## src/rtl/uart_report_pkg.sv

```systemverilog
// Shared types and constants for the UART report formatter.
// Frame length depends on whether REPORT_CHECKSUM_EN is defined.
package uart_report_pkg;

  typedef enum logic [2:0] {
    IDLE    = 3'd0,
    CONV    = 3'd1,
    LOAD    = 3'd2,
    SEND    = 3'd3,
    WAIT_HI = 3'd4,
    WAIT_LO = 3'd5
  } state_t;

  localparam logic [7:0] ASCII_EQ    = 8'h3D;
  localparam logic [7:0] ASCII_COMMA = 8'h2C;
  localparam logic [7:0] ASCII_STAR  = 8'h2A;
  localparam logic [7:0] ASCII_CR    = 8'h0D;
  localparam logic [7:0] ASCII_LF    = 8'h0A;
  localparam logic [7:0] ASCII_ZERO  = 8'h30;

  localparam int unsigned FRAME_LEN_BASE = 32'd13;
  localparam int unsigned FRAME_LEN_CHK  = 32'd16;

  // Double-dabble correction: a BCD digit of 5 or more gets +3 before the shift.
  function automatic logic [3:0] dabble(input logic [3:0] d);
    return (d >= 4'd5) ? (d + 4'd3) : d;
  endfunction

  function automatic logic [7:0] digit_char(input logic [3:0] d);
    return ASCII_ZERO | {4'h0, d};
  endfunction

  function automatic logic [7:0] hex_char(input logic [3:0] nib);
    return (nib < 4'd10) ? (8'h30 + {4'h0, nib}) : (8'h37 + {4'h0, nib});
  endfunction

endpackage

```

## src/rtl/bin2bcd8.sv

```systemverilog
// Iterative 8-bit binary to 3-digit BCD converter (double dabble).
// The first shift happens on the start edge, so done pulses 8 edges after start.
module bin2bcd8
  import uart_report_pkg::*;
(
  input  logic       clk,
  input  logic       reset,
  input  logic       i_start,
  input  logic [7:0] i_bin,
  output logic       o_done,
  output logic [3:0] o_hund,
  output logic [3:0] o_tens,
  output logic [3:0] o_ones
);

  logic [11:0] bcd_r;
  logic [7:0]  bin_r;
  logic [2:0]  cnt_r;
  logic        run_r;
  logic [11:0] adj_s;

  // Per-digit correction applied before each shift.
  always_comb begin
    adj_s = {dabble(bcd_r[11:8]), dabble(bcd_r[7:4]), dabble(bcd_r[3:0])};
  end

  // Shift engine: load performs iteration 1, seven more follow.
  always_ff @(posedge clk or negedge reset) begin
    if (!reset) begin
      bcd_r  <= 12'd0;
      bin_r  <= 8'd0;
      cnt_r  <= 3'd0;
      run_r  <= 1'b0;
      o_done <= 1'b0;
    end else begin
      o_done <= 1'b0;
      if (i_start) begin
        bcd_r <= {11'd0, i_bin[7]};
        bin_r <= {i_bin[6:0], 1'b0};
        cnt_r <= 3'd1;
        run_r <= 1'b1;
      end else if (run_r) begin
        {bcd_r, bin_r} <= {adj_s[10:0], bin_r, 1'b0};
        cnt_r          <= cnt_r + 3'd1;
        if (cnt_r == 3'd7) begin
          run_r  <= 1'b0;
          o_done <= 1'b1;
        end
      end
    end
  end

  assign o_hund = bcd_r[11:8];
  assign o_tens = bcd_r[7:4];
  assign o_ones = bcd_r[3:0];

endmodule

```

## src/rtl/uart_report_fmt.sv

```systemverilog
// Formats "T=ddd,H=ddd\r\n" and streams it through a UART TX start/busy handshake.
// Define REPORT_CHECKSUM_EN to append "*XX" (hex XOR of bytes 0..10) before CR/LF.
module uart_report_fmt
  import uart_report_pkg::*;
#(
  parameter logic [7:0] TEMP_TAG = 8'h54,
  parameter logic [7:0] HUM_TAG  = 8'h48
) (
  input  logic       clk,
  input  logic       reset,
  input  logic       i_trigger,
  input  logic [7:0] i_temp,
  input  logic [7:0] i_hum,
  input  logic       i_tx_busy,
  output logic [7:0] o_tx_data,
  output logic       o_tx_start,
  output logic       o_busy,
  output logic       o_drop
);

`ifdef REPORT_CHECKSUM_EN
  localparam logic [3:0] LAST_IDX = 4'(FRAME_LEN_CHK - 32'd1);
`else
  localparam logic [3:0] LAST_IDX = 4'(FRAME_LEN_BASE - 32'd1);
`endif

  state_t      state_r;
  logic [7:0]  temp_r;
  logic [7:0]  hum_r;
  logic        conv_start_r;
  logic [3:0]  idx_r;
  logic [3:0]  t_hund_r, t_tens_r, t_ones_r;
  logic [3:0]  h_hund_r, h_tens_r, h_ones_r;
  logic        t_done_s, h_done_s;
  logic [3:0]  t_hund_s, t_tens_s, t_ones_s;
  logic [3:0]  h_hund_s, h_tens_s, h_ones_s;
  logic [7:0]  byte_s;

  bin2bcd8 u_temp_conv (
    .clk    (clk),
    .reset  (reset),
    .i_start(conv_start_r),
    .i_bin  (temp_r),
    .o_done (t_done_s),
    .o_hund (t_hund_s),
    .o_tens (t_tens_s),
    .o_ones (t_ones_s)
  );

  bin2bcd8 u_hum_conv (
    .clk    (clk),
    .reset  (reset),
    .i_start(conv_start_r),
    .i_bin  (hum_r),
    .o_done (h_done_s),
    .o_hund (h_hund_s),
    .o_tens (h_tens_s),
    .o_ones (h_ones_s)
  );

`ifdef REPORT_CHECKSUM_EN
  logic [7:0] chk_s;

  // XOR over the printable body; constant bytes fold away in synthesis.
  always_comb begin
    chk_s = TEMP_TAG ^ ASCII_EQ ^ digit_char(t_hund_r) ^ digit_char(t_tens_r) ^
            digit_char(t_ones_r) ^ ASCII_COMMA ^ HUM_TAG ^ ASCII_EQ ^
            digit_char(h_hund_r) ^ digit_char(h_tens_r) ^ digit_char(h_ones_r);
  end
`endif

  // Byte map for the current frame index.
  always_comb begin
    byte_s = 8'h00;
    case (idx_r)
      4'd0:    byte_s = TEMP_TAG;
      4'd1:    byte_s = ASCII_EQ;
      4'd2:    byte_s = digit_char(t_hund_r);
      4'd3:    byte_s = digit_char(t_tens_r);
      4'd4:    byte_s = digit_char(t_ones_r);
      4'd5:    byte_s = ASCII_COMMA;
      4'd6:    byte_s = HUM_TAG;
      4'd7:    byte_s = ASCII_EQ;
      4'd8:    byte_s = digit_char(h_hund_r);
      4'd9:    byte_s = digit_char(h_tens_r);
      4'd10:   byte_s = digit_char(h_ones_r);
`ifdef REPORT_CHECKSUM_EN
      4'd11:   byte_s = ASCII_STAR;
      4'd12:   byte_s = hex_char(chk_s[7:4]);
      4'd13:   byte_s = hex_char(chk_s[3:0]);
      4'd14:   byte_s = ASCII_CR;
      4'd15:   byte_s = ASCII_LF;
`else
      4'd11:   byte_s = ASCII_CR;
      4'd12:   byte_s = ASCII_LF;
`endif
      default: byte_s = 8'h00;
    endcase
  end

  // Frame sequencer with registered handshake outputs.
  always_ff @(posedge clk or negedge reset) begin
    if (!reset) begin
      state_r      <= IDLE;
      temp_r       <= 8'd0;
      hum_r        <= 8'd0;
      conv_start_r <= 1'b0;
      idx_r        <= 4'd0;
      t_hund_r     <= 4'd0;
      t_tens_r     <= 4'd0;
      t_ones_r     <= 4'd0;
      h_hund_r     <= 4'd0;
      h_tens_r     <= 4'd0;
      h_ones_r     <= 4'd0;
      o_tx_data    <= 8'h00;
      o_tx_start   <= 1'b0;
      o_busy       <= 1'b0;
      o_drop       <= 1'b0;
    end else begin
      conv_start_r <= 1'b0;
      o_tx_start   <= 1'b0;
      o_drop       <= i_trigger && (state_r != IDLE);
      case (state_r)
        IDLE: begin
          if (i_trigger) begin
            temp_r       <= i_temp;
            hum_r        <= i_hum;
            conv_start_r <= 1'b1;
            o_busy       <= 1'b1;
            state_r      <= CONV;
          end
        end
        CONV: begin
          // Both converters start together and have fixed latency.
          if (t_done_s && h_done_s) begin
            t_hund_r <= t_hund_s;
            t_tens_r <= t_tens_s;
            t_ones_r <= t_ones_s;
            h_hund_r <= h_hund_s;
            h_tens_r <= h_tens_s;
            h_ones_r <= h_ones_s;
            idx_r    <= 4'd0;
            state_r  <= LOAD;
          end
        end
        LOAD: begin
          o_tx_data <= byte_s;
          state_r   <= SEND;
        end
        SEND: begin
          if (!i_tx_busy) begin
            o_tx_start <= 1'b1;
            state_r    <= WAIT_HI;
          end
        end
        WAIT_HI: begin
          if (i_tx_busy) begin
            state_r <= WAIT_LO;
          end
        end
        WAIT_LO: begin
          if (!i_tx_busy) begin
            if (idx_r == LAST_IDX) begin
              o_busy  <= 1'b0;
              state_r <= IDLE;
            end else begin
              idx_r   <= idx_r + 4'd1;
              state_r <= LOAD;
            end
          end
        end
        default: begin
          o_busy  <= 1'b0;
          state_r <= IDLE;
        end
      endcase
    end
  end

endmodule

```

## config.mk

```make
export PLATFORM = sky130hd
export DESIGN_NAME = uart_report_fmt
export DESIGN_NICKNAME = d
export VERILOG_FILES = /design/src/rtl/uart_report_pkg.sv /design/src/rtl/bin2bcd8.sv /design/src/rtl/uart_report_fmt.sv
export SDC_FILE = /design/constraint.sdc
export NUM_CORES = 1
export LEC_CHECK = 0
export CAP_MARGIN = 15
export CORE_UTILIZATION = 45
export CTS_CLUSTER_DIAMETER = 200
export DETAILED_ROUTE_END_ITERATION = 8
export GPL_TIMING_DRIVEN = 0
export HOLD_SLACK_MARGIN = 0.15
export PLACE_DENSITY = 0.63
export SETUP_SLACK_MARGIN = 0.4
export SYNTH_ARGS = -nofsm -noshare
export SYNTH_HDL_FRONTEND = slang
export SYNTH_HIERARCHICAL = 1
export SYNTH_SLANG_ARGS = --single-unit
```

## constraint.sdc

```tcl
create_clock -name clk -period 2.1 [get_ports clk]
set_input_delay 0.21 -clock clk [delete_from_list [all_inputs] [get_ports clk]]
set_output_delay 0.21 -clock clk [all_outputs]
set_load 0.02 [all_outputs]
```

Yosys cells after proc, flatten, opt, wreduce, memory -nomap -nowiden
Index checks and enable logic that the tools add are counted.
{"block": "totals", "reg_bits": 109, "out_inout_bits": 11, "word_cells": 132, "input_bits": 20}
{"block": "op_classes", "addsub": 9, "n_reduce_logical": 15, "magnitude_cmp": 6, "muxes": 50, "bitwise": 1, "eq_ne": 26}
{"op": "$pmux W7 S12", "n": 1}
{"op": "$mux W12", "n": 4}
{"op": "$mux W3", "n": 11}
{"op": "$mux W8", "n": 4}
{"op": "$mux W4", "n": 7}
{"op": "$ge A4 B3 Y1 const B", "n": 6}
{"op": "$eq A4 B4 Y1 const B", "n": 5}
{"op": "$mux W1", "n": 19}
{"op": "$pmux W3 S6", "n": 1}
{"op": "$add A4 B2 Y4 const B", "n": 4}
{"op": "$eq A4 B3 Y1 const B", "n": 4}
{"op": "$ne A2 B2 Y1 const B", "n": 7}
{"op": "$eq A3 B3 Y1 const B", "n": 4}
{"op": "$eq A4 B2 Y1 const B", "n": 2}
{"op": "$pmux W4 S2", "n": 1}
{"op": "$reduce_and A4 Y1", "n": 2}
{"op": "$add A3 B1 Y3 const B", "n": 2}
{"op": "$add A3 B2 Y3 const B", "n": 2}
{"op": "$eq A3 B2 Y1 const B", "n": 2}
{"op": "$reduce_bool A2 Y1", "n": 3}
{"op": "$reduce_and A5 Y1", "n": 1}
{"op": "$add A4 B1 Y4 const B", "n": 1}
{"op": "$eq A4 B1 Y1 const B", "n": 1}
{"op": "$logic_not A4 Y1", "n": 1}
{"op": "10 further kinds", "n": 12}

Logic depth before layout (Yosys ltp)
{"block": "logic_depth", "ltp_word": 4, "depth_mapped": 7, "ltp_nobuf": 6}

Cells and area by module
The synthesis kept the hierarchy.
{"mod": "uart_report_fmt", "seq_area_each_um2": 1451.4, "cells_each": 225, "n_inst": 1, "area_each_um2": 2733.9}
{"mod": "bin2bcd8 (u_temp_conv)", "seq_area_each_um2": 600.6, "cells_each": 134, "n_inst": 1, "area_each_um2": 1348.8}
{"mod": "bin2bcd8 (u_hum_conv)", "seq_area_each_um2": 600.6, "cells_each": 127, "n_inst": 1, "area_each_um2": 1295.0}

Least setup slack after synthesis
Ideal clock, no wire load.
{"block": "synth_path", "path_kind": "flip-flop to flip-flop", "from": "reg idx_r[0]", "to": "reg o_tx_data[3]", "setup_slack_ns": 0.433, "stages_incl_launch_ff": 8, "period_less_slack_ns": 1.667, "setup_ns": 0.131, "arrival_time_ns": 1.535, "t_required_ns": 1.969, "path_buffers": 1, "path_cell_list": "dfrtp_1 > inv_1 > ha_1 > buf_2 > nor2_2 > a21oi_1 > a2111oi_0 > o21ai_1"}
{"block": "synth_via", "elab_chain_cells": 3, "word_cells_on_any_way": 15, "classes_between": "eq/ne: 12; mux: 1; reduce/logical: 2"}
{"element": "start: declaration", "line_no": "uart_report_fmt.sv:31", "text": "logic [3:0] idx_r;"}
{"element": "start signal: assignment", "line_no": "uart_report_fmt.sv:167", "text": "idx_r <= idx_r + 4'd1;"}
{"element": "$eq A4 B3 Y1 or $eq A4 B1 Y1 (tied branches)", "line_no": "uart_report_fmt.sv:75", "text": "case (idx_r)"}
{"element": "$reduce_or A2 Y1 (no line)"}
{"element": "$pmux W7 S12 (*)", "line_no": "uart_report_fmt.sv:75"}
{"element": "end signal: assignment", "line_no": "uart_report_fmt.sv:147", "text": "o_tx_data <= byte_s;"}
{"element": "end: declaration", "line_no": "uart_report_fmt.sv:15", "text": "output logic [7:0] o_tx_data,"}
Every way passes the cells marked *; elsewhere a longest branch is shown, timed or not.
A chain may end at the register's enable or synchronous reset.

Final worst setup path
{"block": "layout_path", "from": "reg idx_r[0]", "to": "reg o_tx_data[2]"}
Same word-level chain as after synthesis.

==> impl_metrics.py <==
metrics = {
    "outcome": {
        "status": "finished with violations",
        "violations": "design-rule violations",
    },
    "cts": {
        "cts_buffers": 9,
        "cts.sinks": 106,
        "cts_max_level": 3,
        "cts_tree": "built",
        "cts_root_buf": "clkbuf_16",
        "clockBufferDepth": 2,
        "clkTransAtPathRegs_ns": 0.07,
        "clk_latency_ns": 0.35,
    },
    "synth": {
        "synth_cell_types": 68,
        "syn_area_per_cell_um2": 11.1,
        "synth_edf_count": 0,
        "netlist_instances": 486,
        "synth_top_area_share": 0.493,
        "synth-main-ff-cell": "dfrtp_1",
        "ys_ff_latch": 106,
        "synth.cell_area_mm2": 0.00538,
        "synth_warnings": 6,
        "async_flop_share": 1.00,
        "syn_nets": 526,
        "ys_seq_area_frac": 0.493,
        "yosys-top-cells-area": "dfrtp_1 (49%), mux2_2 (8.2%), ha_1 (4.7%), mux2i_1 (3.5%), o21ai_0 (3.4%)",
        "synth_top_cell_by_area": "dfrtp_1",
    },
    "die": {
        "die_y_um": 111,
        "core_mm2": 0.0115,
        "num_rows": 39,
        "dieArea_mm2": 0.0124,
        "fp.dieW_um": 111,
        "ioPinCount": 31,
        "initial_core_util": 0.467,
    },
    "timing": {
        "rsz0062_at_grt": "yes",
        "fmax_mhz": 602,
        "hold_slack_ns": 0.370,
        "min_period_ns": 1.66,
        "slew_viol_final": 0,
        "finalCritPeriodShare": 0.790,
        "setup_slack_ns": 0.440,
        "tightest_slew_ns": 0.563,
        "clock_skew_ns": 0.00656,
        "timing.slew.headroom": 0.624,
        "setup_viol": 0,
        "hold_viol": 0,
        "finalSetupTns_ns": 0,
    },
    "global_routing": {
        "grt_pass1_vias": 3797,
        "gr-total-overflow": 0,
        "grtUsageMet3": 0.0295,
        "grt_pass1_wl_mm": 18.3,
        "grt_util_met2": 0.306,
        "use_met1": 0.245,
        "grt_max_degree": 72,
        "grt.busiest_layer": "met2",
        "grt_use_total": 0.187,
        "antenna_found_initial": 0,
    },
    "placed_design": {
        "gp_congestion": 0.818,
        "place_ws_ns": 0.0984,
        "placed_cell_area_mm2": 0.00587,
        "dp_hpwl_mm": 7.40,
        "portBuffers": 29,
    },
    "power": {
        "peakVddDrop_mv": 0.521,
        "powerDensity_mw_per_mm2": 1320,
        "leakagePower_nw": 2.84,
    },
    "drt": {
        "via_per_inst": 5.49,
        "drt_iter0_drc": 180,
        "avgRoutedWirePerCell_um": 15.6,
        "vias": 3780,
        "first_pass_iters": 7,
        "drcViolationCount": 3,
        "postRouteWirelength_mm": 10.7,
        "drtAntennaViolNets": 0,
    },
    "cells_and_area": {
        "n_antenna_cell": 0,
        "drive_gt1_frac": 0.245,
        "syn2layout_area_growth_pct": 19.4,
        "n_fill_cell": 1019,
        "finalInstanceArea_mm2": 0.00642,
        "nets": 581,
        "post-route-util": 0.558,
    },
    "run": {
        "maxCapViolations": 0,
    },
    "setup_path": {
        "critPathLaunchType": "flop",
        "r2r_slack_ns": 0.44,
        "reg2reg_to": "o_tx_data[2]$_DFFE_PN0P_",
        "crit_path_end_kind": "flop",
        "cp_max_fo": 10,
        "r2r_start": "idx_r[0]$_DFFE_PN0P_",
        "crit_path_end": "o_tx_data[2]$_DFFE_PN0P_",
        "rr_worst_depth": 6,
        "critPathKind": "reg2reg",
        "worstPathRequired_ns": 2.34,
        "crit_arrival_ns": 1.90,
        "setup.worst_path.start": "idx_r[0]$_DFFE_PN0P_",
    },
    "min_path": {
        "hp-class": "in2async",
    },
}
==> repair_timing <==
item                                    4_1_cts  5_1_grt
hold endpoints to repair                     35        0
resized for setup                             7       29
buffers inserted                              1       12
pin swaps                                     1        6
hold buffers                                  1        0
endpoints found under the setup margin       16       35
==> through the flow <==
| step | total power [W] | cells |
|---|---|---|
| final | 0.00847 | 689 |
| after floorplan | 0.00555 | 486 |
| after detailed placement | 0.00639 | 659 |
| after global routing | 0.00907 | 689 |
| after global placement | 0.00625 | 658 |
| after CTS | 0.00833 | 677 |
==> per-layer routing <==
layer	wire length, um	share of wire
met1	5020	0.47
met2	5220	0.49
met3	348	0.032
met4	132	0.012
met5	0	0
==> Yosys cell counts, types with 5 or more instances <==
master	count
a22oi_1	5
mux2_2	39
nor2b_1	5
ha_1	20
dfrtp_1	106
nand3_1	12
a21o_1	5
nand2_1	40
a21oi_1	17
buf_6	9
o21ai_0	37
nor3b_1	5
nor2_1	21
inv_1	23
buf_2	13
mux2i_1	19
buf_4	5
nand2b_1	14
nor3_1	8
==> final cells by class <==
type	instances	area, um2	share of cell area
buffer	31	262	0.0407
sequential	106	2660	0.414
multi-input combinational	326	2480	0.387
timing repair buffer	44	423	0.0658
clock inverter	6	90.1	0.0140
clock buffer	10	239	0.0372
inverter	23	86.3	0.0134
tap	143	179	0.0279
==> logic make-up after synthesis <==
kind of cell             share of synthesized area
AND/OR/NAND/NOR                              0.130
XOR/XNOR                                   0.00652
flip-flops                                   0.493
other                                     0.000697
multiplexers                                 0.125
buffers and inverters                       0.0593
AO/OA/AOI/OAI                                0.139
adder cells (fa/ha/maj)                     0.0465
==> placed cells by master (no fill, tap or decap), drive strengths merged, types with 4 or more instances in the layout <==
master | synthesis | final
a211oi | 5 | 5
a21o | 5 | 5
a21oi | 21 | 21
a22oi | 5 | 5
buf | 27 | 42
clkbuf | 4 | 14
clkdlybuf4s50 | 0 | 28
dfrtp | 106 | 106
ha | 20 | 20
inv | 23 | 23
mux2 | 42 | 42
mux2i | 19 | 19
nand2 | 41 | 41
nand2b | 14 | 14
nand3 | 13 | 13
nor2 | 22 | 22
nor2b | 6 | 6
nor3 | 9 | 9
nor3b | 5 | 5
nor4 | 4 | 4
o21ai | 41 | 41
==> critical path: stages, from the launching register on <==
cell     delay, ns
dfrtp_2       0.46
ha_2          0.21
buf_4         0.18
a21oi_1       0.13
nand3_1       0.09
a221o_1       0.29
a22o_1        0.19
==> where the power goes <==
group	switching (W)	internal (W)
sequential	0.000558	0.00273
clock	0.000742	0.00108
combinational	0.00171	0.00165
total	0.00301	0.00546
==> how the worst min path moves through the flow <==
stage	from	to	slack, ns	depth (start not counted)
floorplan	reset	conv_start_r$_DFF_PN0_	-0.09	0
global placement	o_busy$_DFFE_PN0P_	o_busy$_DFFE_PN0P_	0.46	1
detailed placement	reset	state_r[1]$_DFFE_PN0P_	0.20	1
CTS	reset	state_r[1]$_DFFE_PN0P_	0.37	2
global route	reset	state_r[1]$_DFFE_PN0P_	0.40	2
finish	reset	state_r[1]$_DFFE_PN0P_	0.37	2
==> state kept, by name, summed over array words and instances, names as in the netlist, 7 cells and up <==
register / flops
u_hum_conv/bin_r: 7
u_temp_conv/bcd_r: 12
o_tx_data: 7
temp_r: 8
u_hum_conv/bcd_r: 12
hum_r: 8
u_temp_conv/bin_r: 7
Power figures use the tool's default switching activity.
